--- src/rtl/hazard_controller.sv ---
// Pipeline hazard controller: load-use stalls, taken-branch flushes and data-memory wait freezes,
// plus a saturating count of cycles lost to stalls and flushes.
module hazard_controller #(
    parameter int unsigned FLUSH_CYCLES = 1
) (
    input  logic        clk,
    input  logic        rst,
    input  logic        ID_EX_MemRead,
    input  logic [4:0]  ID_EX_rt,
    input  logic [4:0]  IF_ID_rs,
    input  logic [4:0]  IF_ID_rt,
    input  logic        Branch_Taken,
    input  logic        MEM_Req,
    input  logic        Mem_Ready,
    output logic        PC_Write,
    output logic        IF_ID_Write,
    output logic        ID_EX_Bubble,
    output logic        IF_ID_Flush,
    output logic        ID_EX_Flush,
    output logic        Pipe_Freeze,
    output logic [1:0]  State,
    output logic [15:0] Stall_Count
);

    typedef enum logic [1:0] {
        StRun      = 2'b00,
        StFlush    = 2'b01,
        StMemWait  = 2'b10,
        StIllegal  = 2'b11
    } state_e;

    // A branch taken in RUN flushes once combinationally, so FLUSH covers the remainder.
    localparam logic [1:0] FlushLoadMem = 2'(FLUSH_CYCLES);
    localparam logic [1:0] FlushLoadRun = 2'(FLUSH_CYCLES - 1);

    state_e      state_q, state_d;
    logic [1:0]  flush_cnt_q, flush_cnt_d;
    logic        pending_q, pending_d;
    logic [15:0] stall_cnt_q;

    logic load_use;
    logic mem_wait;
    logic stall_event;

    assign load_use = ID_EX_MemRead && (ID_EX_rt != 5'd0) &&
                      ((ID_EX_rt == IF_ID_rs) || (ID_EX_rt == IF_ID_rt));
    assign mem_wait = MEM_Req && !Mem_Ready;

    always_comb begin
        PC_Write     = 1'b1;
        IF_ID_Write  = 1'b1;
        ID_EX_Bubble = 1'b0;
        IF_ID_Flush  = 1'b0;
        ID_EX_Flush  = 1'b0;
        Pipe_Freeze  = 1'b0;
        state_d      = StRun;
        flush_cnt_d  = flush_cnt_q;
        pending_d    = pending_q;

        case (state_q)
            StRun: begin
                if (mem_wait) begin
                    PC_Write    = 1'b0;
                    IF_ID_Write = 1'b0;
                    Pipe_Freeze = 1'b1;
                    state_d     = StMemWait;
                end else if (Branch_Taken) begin
                    IF_ID_Flush = 1'b1;
                    ID_EX_Flush = 1'b1;
                    flush_cnt_d = FlushLoadRun;
                    state_d     = (FlushLoadRun != 2'd0) ? StFlush : StRun;
                end else if (load_use) begin
                    PC_Write     = 1'b0;
                    IF_ID_Write  = 1'b0;
                    ID_EX_Bubble = 1'b1;
                end
            end
            StFlush: begin
                // Branch_Taken is ignored here: the flushed slots hold only wrong-path work.
                IF_ID_Flush = 1'b1;
                ID_EX_Flush = 1'b1;
                flush_cnt_d = (flush_cnt_q != 2'd0) ? flush_cnt_q - 2'd1 : 2'd0;
                state_d     = (flush_cnt_q > 2'd1) ? StFlush : StRun;
            end
            StMemWait: begin
                if (Branch_Taken) begin
                    pending_d = 1'b1;
                end
                if (!Mem_Ready) begin
                    PC_Write    = 1'b0;
                    IF_ID_Write = 1'b0;
                    Pipe_Freeze = 1'b1;
                    state_d     = StMemWait;
                end else if (pending_q || Branch_Taken) begin
                    flush_cnt_d = FlushLoadMem;
                    pending_d   = 1'b0;
                    state_d     = StFlush;
                end
            end
            default: state_d = StRun;
        endcase

        if (rst) begin
            PC_Write     = 1'b1;
            IF_ID_Write  = 1'b1;
            ID_EX_Bubble = 1'b0;
            IF_ID_Flush  = 1'b0;
            ID_EX_Flush  = 1'b0;
            Pipe_Freeze  = 1'b0;
        end
    end

    assign stall_event = !PC_Write || IF_ID_Flush;

    always_ff @(posedge clk) begin
        if (rst) begin
            state_q     <= StRun;
            flush_cnt_q <= 2'd0;
            pending_q   <= 1'b0;
            stall_cnt_q <= 16'd0;
        end else begin
            state_q     <= state_d;
            flush_cnt_q <= flush_cnt_d;
            pending_q   <= pending_d;
            if (stall_event && (stall_cnt_q != 16'hFFFF)) begin
                stall_cnt_q <= stall_cnt_q + 16'd1;
            end
        end
    end

    assign State       = state_q;
    assign Stall_Count = stall_cnt_q;

endmodule

--- config.mk ---
export PLATFORM = sky130hd
export DESIGN_NAME = hazard_controller
export DESIGN_NICKNAME = d
export VERILOG_FILES = /design/src/rtl/hazard_controller.sv
export SDC_FILE = /design/constraint.sdc
export NUM_CORES = 1
export LEC_CHECK = 0
export ABC_AREA = 1
export CAP_MARGIN = 15
export CORE_ASPECT_RATIO = 0.9
export CORE_MARGIN = 2
export CORE_UTILIZATION = 47
export DETAILED_ROUTE_END_ITERATION = 7
export PLACE_DENSITY = 0.8
export SLEW_MARGIN = 10
export SYNTH_ARGS = -nofsm -noshare
export SYNTH_HDL_FRONTEND = slang
export SYNTH_SLANG_ARGS = --single-unit
--- constraint.sdc ---
create_clock -name clk -period 1.9 [get_ports clk]
set_clock_uncertainty 0.1 [all_clocks]
set_input_delay 0.38 -clock clk [delete_from_list [all_inputs] [get_ports clk]]
set_output_delay 0.38 -clock clk [all_outputs]
set_load 0.01 [all_outputs]
==> out/metrics.yaml <==
die_height_um: 57.6
floorplan.core_area_um2: 3040
drcViolationCount: 0
path_delay_family: "flip-flops"
max_clock_freq_ghz: 0.513
drt-vias-per-instance: 4.85
critical_path_arrival_ps: 1470
ys_seq_elements: 21
end_kind: "output pin"
nets_in_the_synthesized_netlist: 265
final_period_minus_worst_setup_slack_ps: 1950
detailed_place.area_um2: 2120
final_min_period_over_clock_period_pct: 103
fp-row-count: 19
final_hold_violation_count: 0
cp_cell_sequence: "inv_4, ha_4, nand2_2, inv_2, a211oi_4, nand2_4, buf_6"
post-route-worst-setup-slack_ps: -49.2
source_to_sink_clock_delay_at_the_later_pin_of_the_worst_skew_pair_ps: 310
globalRoute.totalOverflow: 0
start_util_pct: 49.3
grt_start_max_net_pins: 22
p_leak_nw: 1.13
clk_path_buf_depth: 2
nNetsFinal: 333
drt_pre_antenna_iters: 5
post_synth.cell_area_avg_um2: 6.28
max_slew.worst_pin.slew_ps: 374
post-synth-top-area-cell: "sky130_fd_sc_hd__dfxtp_1"
max_cap_viol_count: 0
x_dimension_of_the_die_um: 63.6
number_of_flops_mapped_to_enable_cells_by_yosys: 0
violated_checks: "setup timing"
routed_wire_length_per_instance_um: 11.8
power.density_cell_area_nw_per_um2: 440
totalWireLength_mm: 4.10
report.final.slew_viol_count: 0
cts_hold_buffers: 0
route.vias.total: 1687
netlist_area_um2: 1500
worst_hold_path_type: "flip-flop to flip-flop"
die-area_um2: 3660
max_slew_margin_pct: 74.9
overall_routing_resource_usage_pct: 20.0
area_delta_synth_final_pct: 50.7
place_hpwl_mm: 2.71
cts.htree.levels: 1
yosys.cell_types.count: 27
clk_root_buffer_cell: "sky130_fd_sc_hd__clkbuf_4"
yosys_warnings: 0
tritoncts: "built"
ys_seq_area_share_pct: 28.0
ys_async_sr_fraction_pct: 0
drive_above_1_share_pct: 30.1
first_iter_violations: 100
critical_path_data_required_time_ps: 1420
setup.worst_path.start_class: "flip-flop"
final-setup-viol-count: 2
rsz0062_at_grt: "true"
crit_path_top_delay_cell: "sky130_fd_sc_hd__dfxtp_2"
setup.worst_path.class: "flip-flop to output pin"
drtAntennaViolNets: 0
most_used_dff_post_synth: "sky130_fd_sc_hd__dfxtp_1"
final-seq-area_um2: 429
cts_inserted_buffers: 3
crit_path_max_fanout: 3
gate_count_post_synth: 239
final.fill_count: 261
yosys.area.top_type_share_pct: 28.0
ant_diodes: 0
grt_pass1_vias: 1400
gpl.final_weighted_congestion: 0.815
worst-path-buf-inv: 3
cpPeakStageDelay_ps: 370
grt_antenna_before_repair: 0
clkSlewWorstSetupHoldPaths_ps: 110
outcome: "finished with violations"
multi_input_area_um2: 963
grt_first_pass_wirelength_mm: 5.90
ioPinCount: 45
synth.top_cells.by_area: "sky130_fd_sc_hd__dfxtp_1 28%, sky130_fd_sc_hd__nand2_1 16%, sky130_fd_sc_hd__inv_1 8.5%, sky130_fd_sc_hd__nor2_1 8.0%, sky130_fd_sc_hd__a21oi_1 6.3%"
post-route-util_pct: 74.3
clock_sink_count: 21
placement.io_buffers: 44
final_cell_area_um2: 2260
ir_worst_vdd_mv: 0.296
## what timing repair did
action                                  CTS  global route
endpoints found under the setup margin   22            23
hold endpoints to repair                  0             0
cloned                                    0             1
pin swaps                                13            26
setup buffers                             2             1
gates resized for setup                  64            51
## area by class of cell
cell class | instances | area share (%)
well taps | 42 | 2.32
multi-input cells | 169 | 42.6
repair buffers | 71 | 27.9
clock buffers | 4 | 1.16
inverters | 41 | 7.02
flip-flops and latches | 21 | 19.0
## power breakdown
part	internal [mW]	total, mW	switching (mW)
logic	0.166	0.320	0.155
registers	0.451	0.459	0.00795
clock network	0.0821	0.217	0.135
total	0.699	0.996	0.297
## cell usage after synthesis (2+ instances only)
| library cell | instances |
|---|---|
| sky130_fd_sc_hd__a21oi_1 | 19 |
| sky130_fd_sc_hd__nor3_1 | 6 |
| sky130_fd_sc_hd__buf_6 | 6 |
| sky130_fd_sc_hd__nand3_1 | 18 |
| sky130_fd_sc_hd__nor2_2 | 2 |
| sky130_fd_sc_hd__nor2_1 | 32 |
| sky130_fd_sc_hd__inv_1 | 34 |
| sky130_fd_sc_hd__nand2_2 | 3 |
| sky130_fd_sc_hd__ha_1 | 5 |
| sky130_fd_sc_hd__nand3_2 | 2 |
| sky130_fd_sc_hd__nand3b_1 | 3 |
| sky130_fd_sc_hd__buf_4 | 2 |
| sky130_fd_sc_hd__xnor2_1 | 2 |
| sky130_fd_sc_hd__dfxtp_1 | 21 |
| sky130_fd_sc_hd__inv_2 | 6 |
| sky130_fd_sc_hd__nand4_1 | 5 |
| sky130_fd_sc_hd__a211oi_1 | 2 |
| sky130_fd_sc_hd__nand2_1 | 62 |
## layout by cell type (no fill, tap or decap), types with 2 or more instances in the layout
cell type                         Yosys  final
sky130_fd_sc_hd__nand3_1             18     18
sky130_fd_sc_hd__a21oi_1             19     19
sky130_fd_sc_hd__buf_6                6      6
sky130_fd_sc_hd__dfxtp_2              0      4
sky130_fd_sc_hd__dfxtp_1             21     16
sky130_fd_sc_hd__clkdlybuf4s50_1      0     18
sky130_fd_sc_hd__inv_1               34     26
sky130_fd_sc_hd__nand4_1              5      5
sky130_fd_sc_hd__nand2_4              1      2
sky130_fd_sc_hd__clkbuf_4             0      3
sky130_fd_sc_hd__nand3b_1             3      3
sky130_fd_sc_hd__xnor2_1              2      2
sky130_fd_sc_hd__nor3_1               6      5
sky130_fd_sc_hd__ha_4                 0      3
sky130_fd_sc_hd__dlygate4sd2_1        0      5
sky130_fd_sc_hd__nand2_2              3      8
sky130_fd_sc_hd__inv_2                6     12
sky130_fd_sc_hd__inv_4                0      2
sky130_fd_sc_hd__nand3_2              2      2
sky130_fd_sc_hd__clkdlybuf4s15_1      0      2
sky130_fd_sc_hd__nor2_2               2      3
sky130_fd_sc_hd__nor2_1              32     31
sky130_fd_sc_hd__buf_12               0      2
sky130_fd_sc_hd__buf_4                2     22
sky130_fd_sc_hd__clkbuf_2             0     10
sky130_fd_sc_hd__nand2_1             62     55
sky130_fd_sc_hd__dlymetal6s2s_1       0      2
sky130_fd_sc_hd__buf_2                0      3
## sequential cells by signal, summed over array words and instances, names as in the netlist
signal       flops
pending_q        1
Stall_Count     16
State            2
flush_cnt_q      2
## metal layers
layer | vias to the layer above | track usage (%) | share of wire [%]
li1 | 885 | - | -
met1 | 764 | 25.3 | 43
met2 | 31 | 34.4 | 51
met3 | 7 | 4.66 | 4.0
met4 | 0 | 5.90 | 1.0
met5 | - | 0 | 0
## stage by stage
stage | setup TNS [ps] | instances | power [mW] | hold slack (ps) | setup slack [ps]
2_1_floorplan | 0 | 239 | 0.608 | 329 | 104
3_3_place_gp | -8920 | 342 | 0.741 | 341 | -656
3_5_place_dp | -9460 | 342 | 0.747 | 343 | -664
4_1_cts | 0 | 348 | 0.964 | 360 | 1.33
5_1_grt | -399 | 348 | 1.05 | 387 | -107
6_report | -98.0 | 348 | 0.996 | 366 | -49.2
## worst register-to-register path: stages (launching register included)
cell and delay (ps):
sky130_fd_sc_hd__dfxtp_2 350, sky130_fd_sc_hd__ha_2 190, sky130_fd_sc_hd__nand2_1 90, sky130_fd_sc_hd__nor3_4 280, sky130_fd_sc_hd__nand4_4 180, sky130_fd_sc_hd__nand2_1 160
sky130_fd_sc_hd__nor3_1 80, sky130_fd_sc_hd__a21oi_1 220, sky130_fd_sc_hd__nor2_1 80
## worst paths after layout
check                    end      startpoint  cells past startpoint  slack (ps)
max              IF_ID_Write        State[0]                      7         -50
min           flush_cnt_q[1]  flush_cnt_q[1]                      2         370
max reg2reg  Stall_Count[10]  Stall_Count[0]                      8          60
min reg2reg   flush_cnt_q[1]  flush_cnt_q[1]                      2         370
## cell families after synthesis
group / count (synthesis) / share of synthesized area (%)
adder cells (fa/ha/maj): 5 / 4.17
AND/OR/NAND/NOR: 137 / 41.9
XOR/XNOR: 2 / 1.17
buffers and inverters: 49 / 15.7
AO/OA/AOI/OAI: 25 / 9.00
flip-flops: 21 / 28.0
Note: power is estimated with default switching activity, not from simulation.
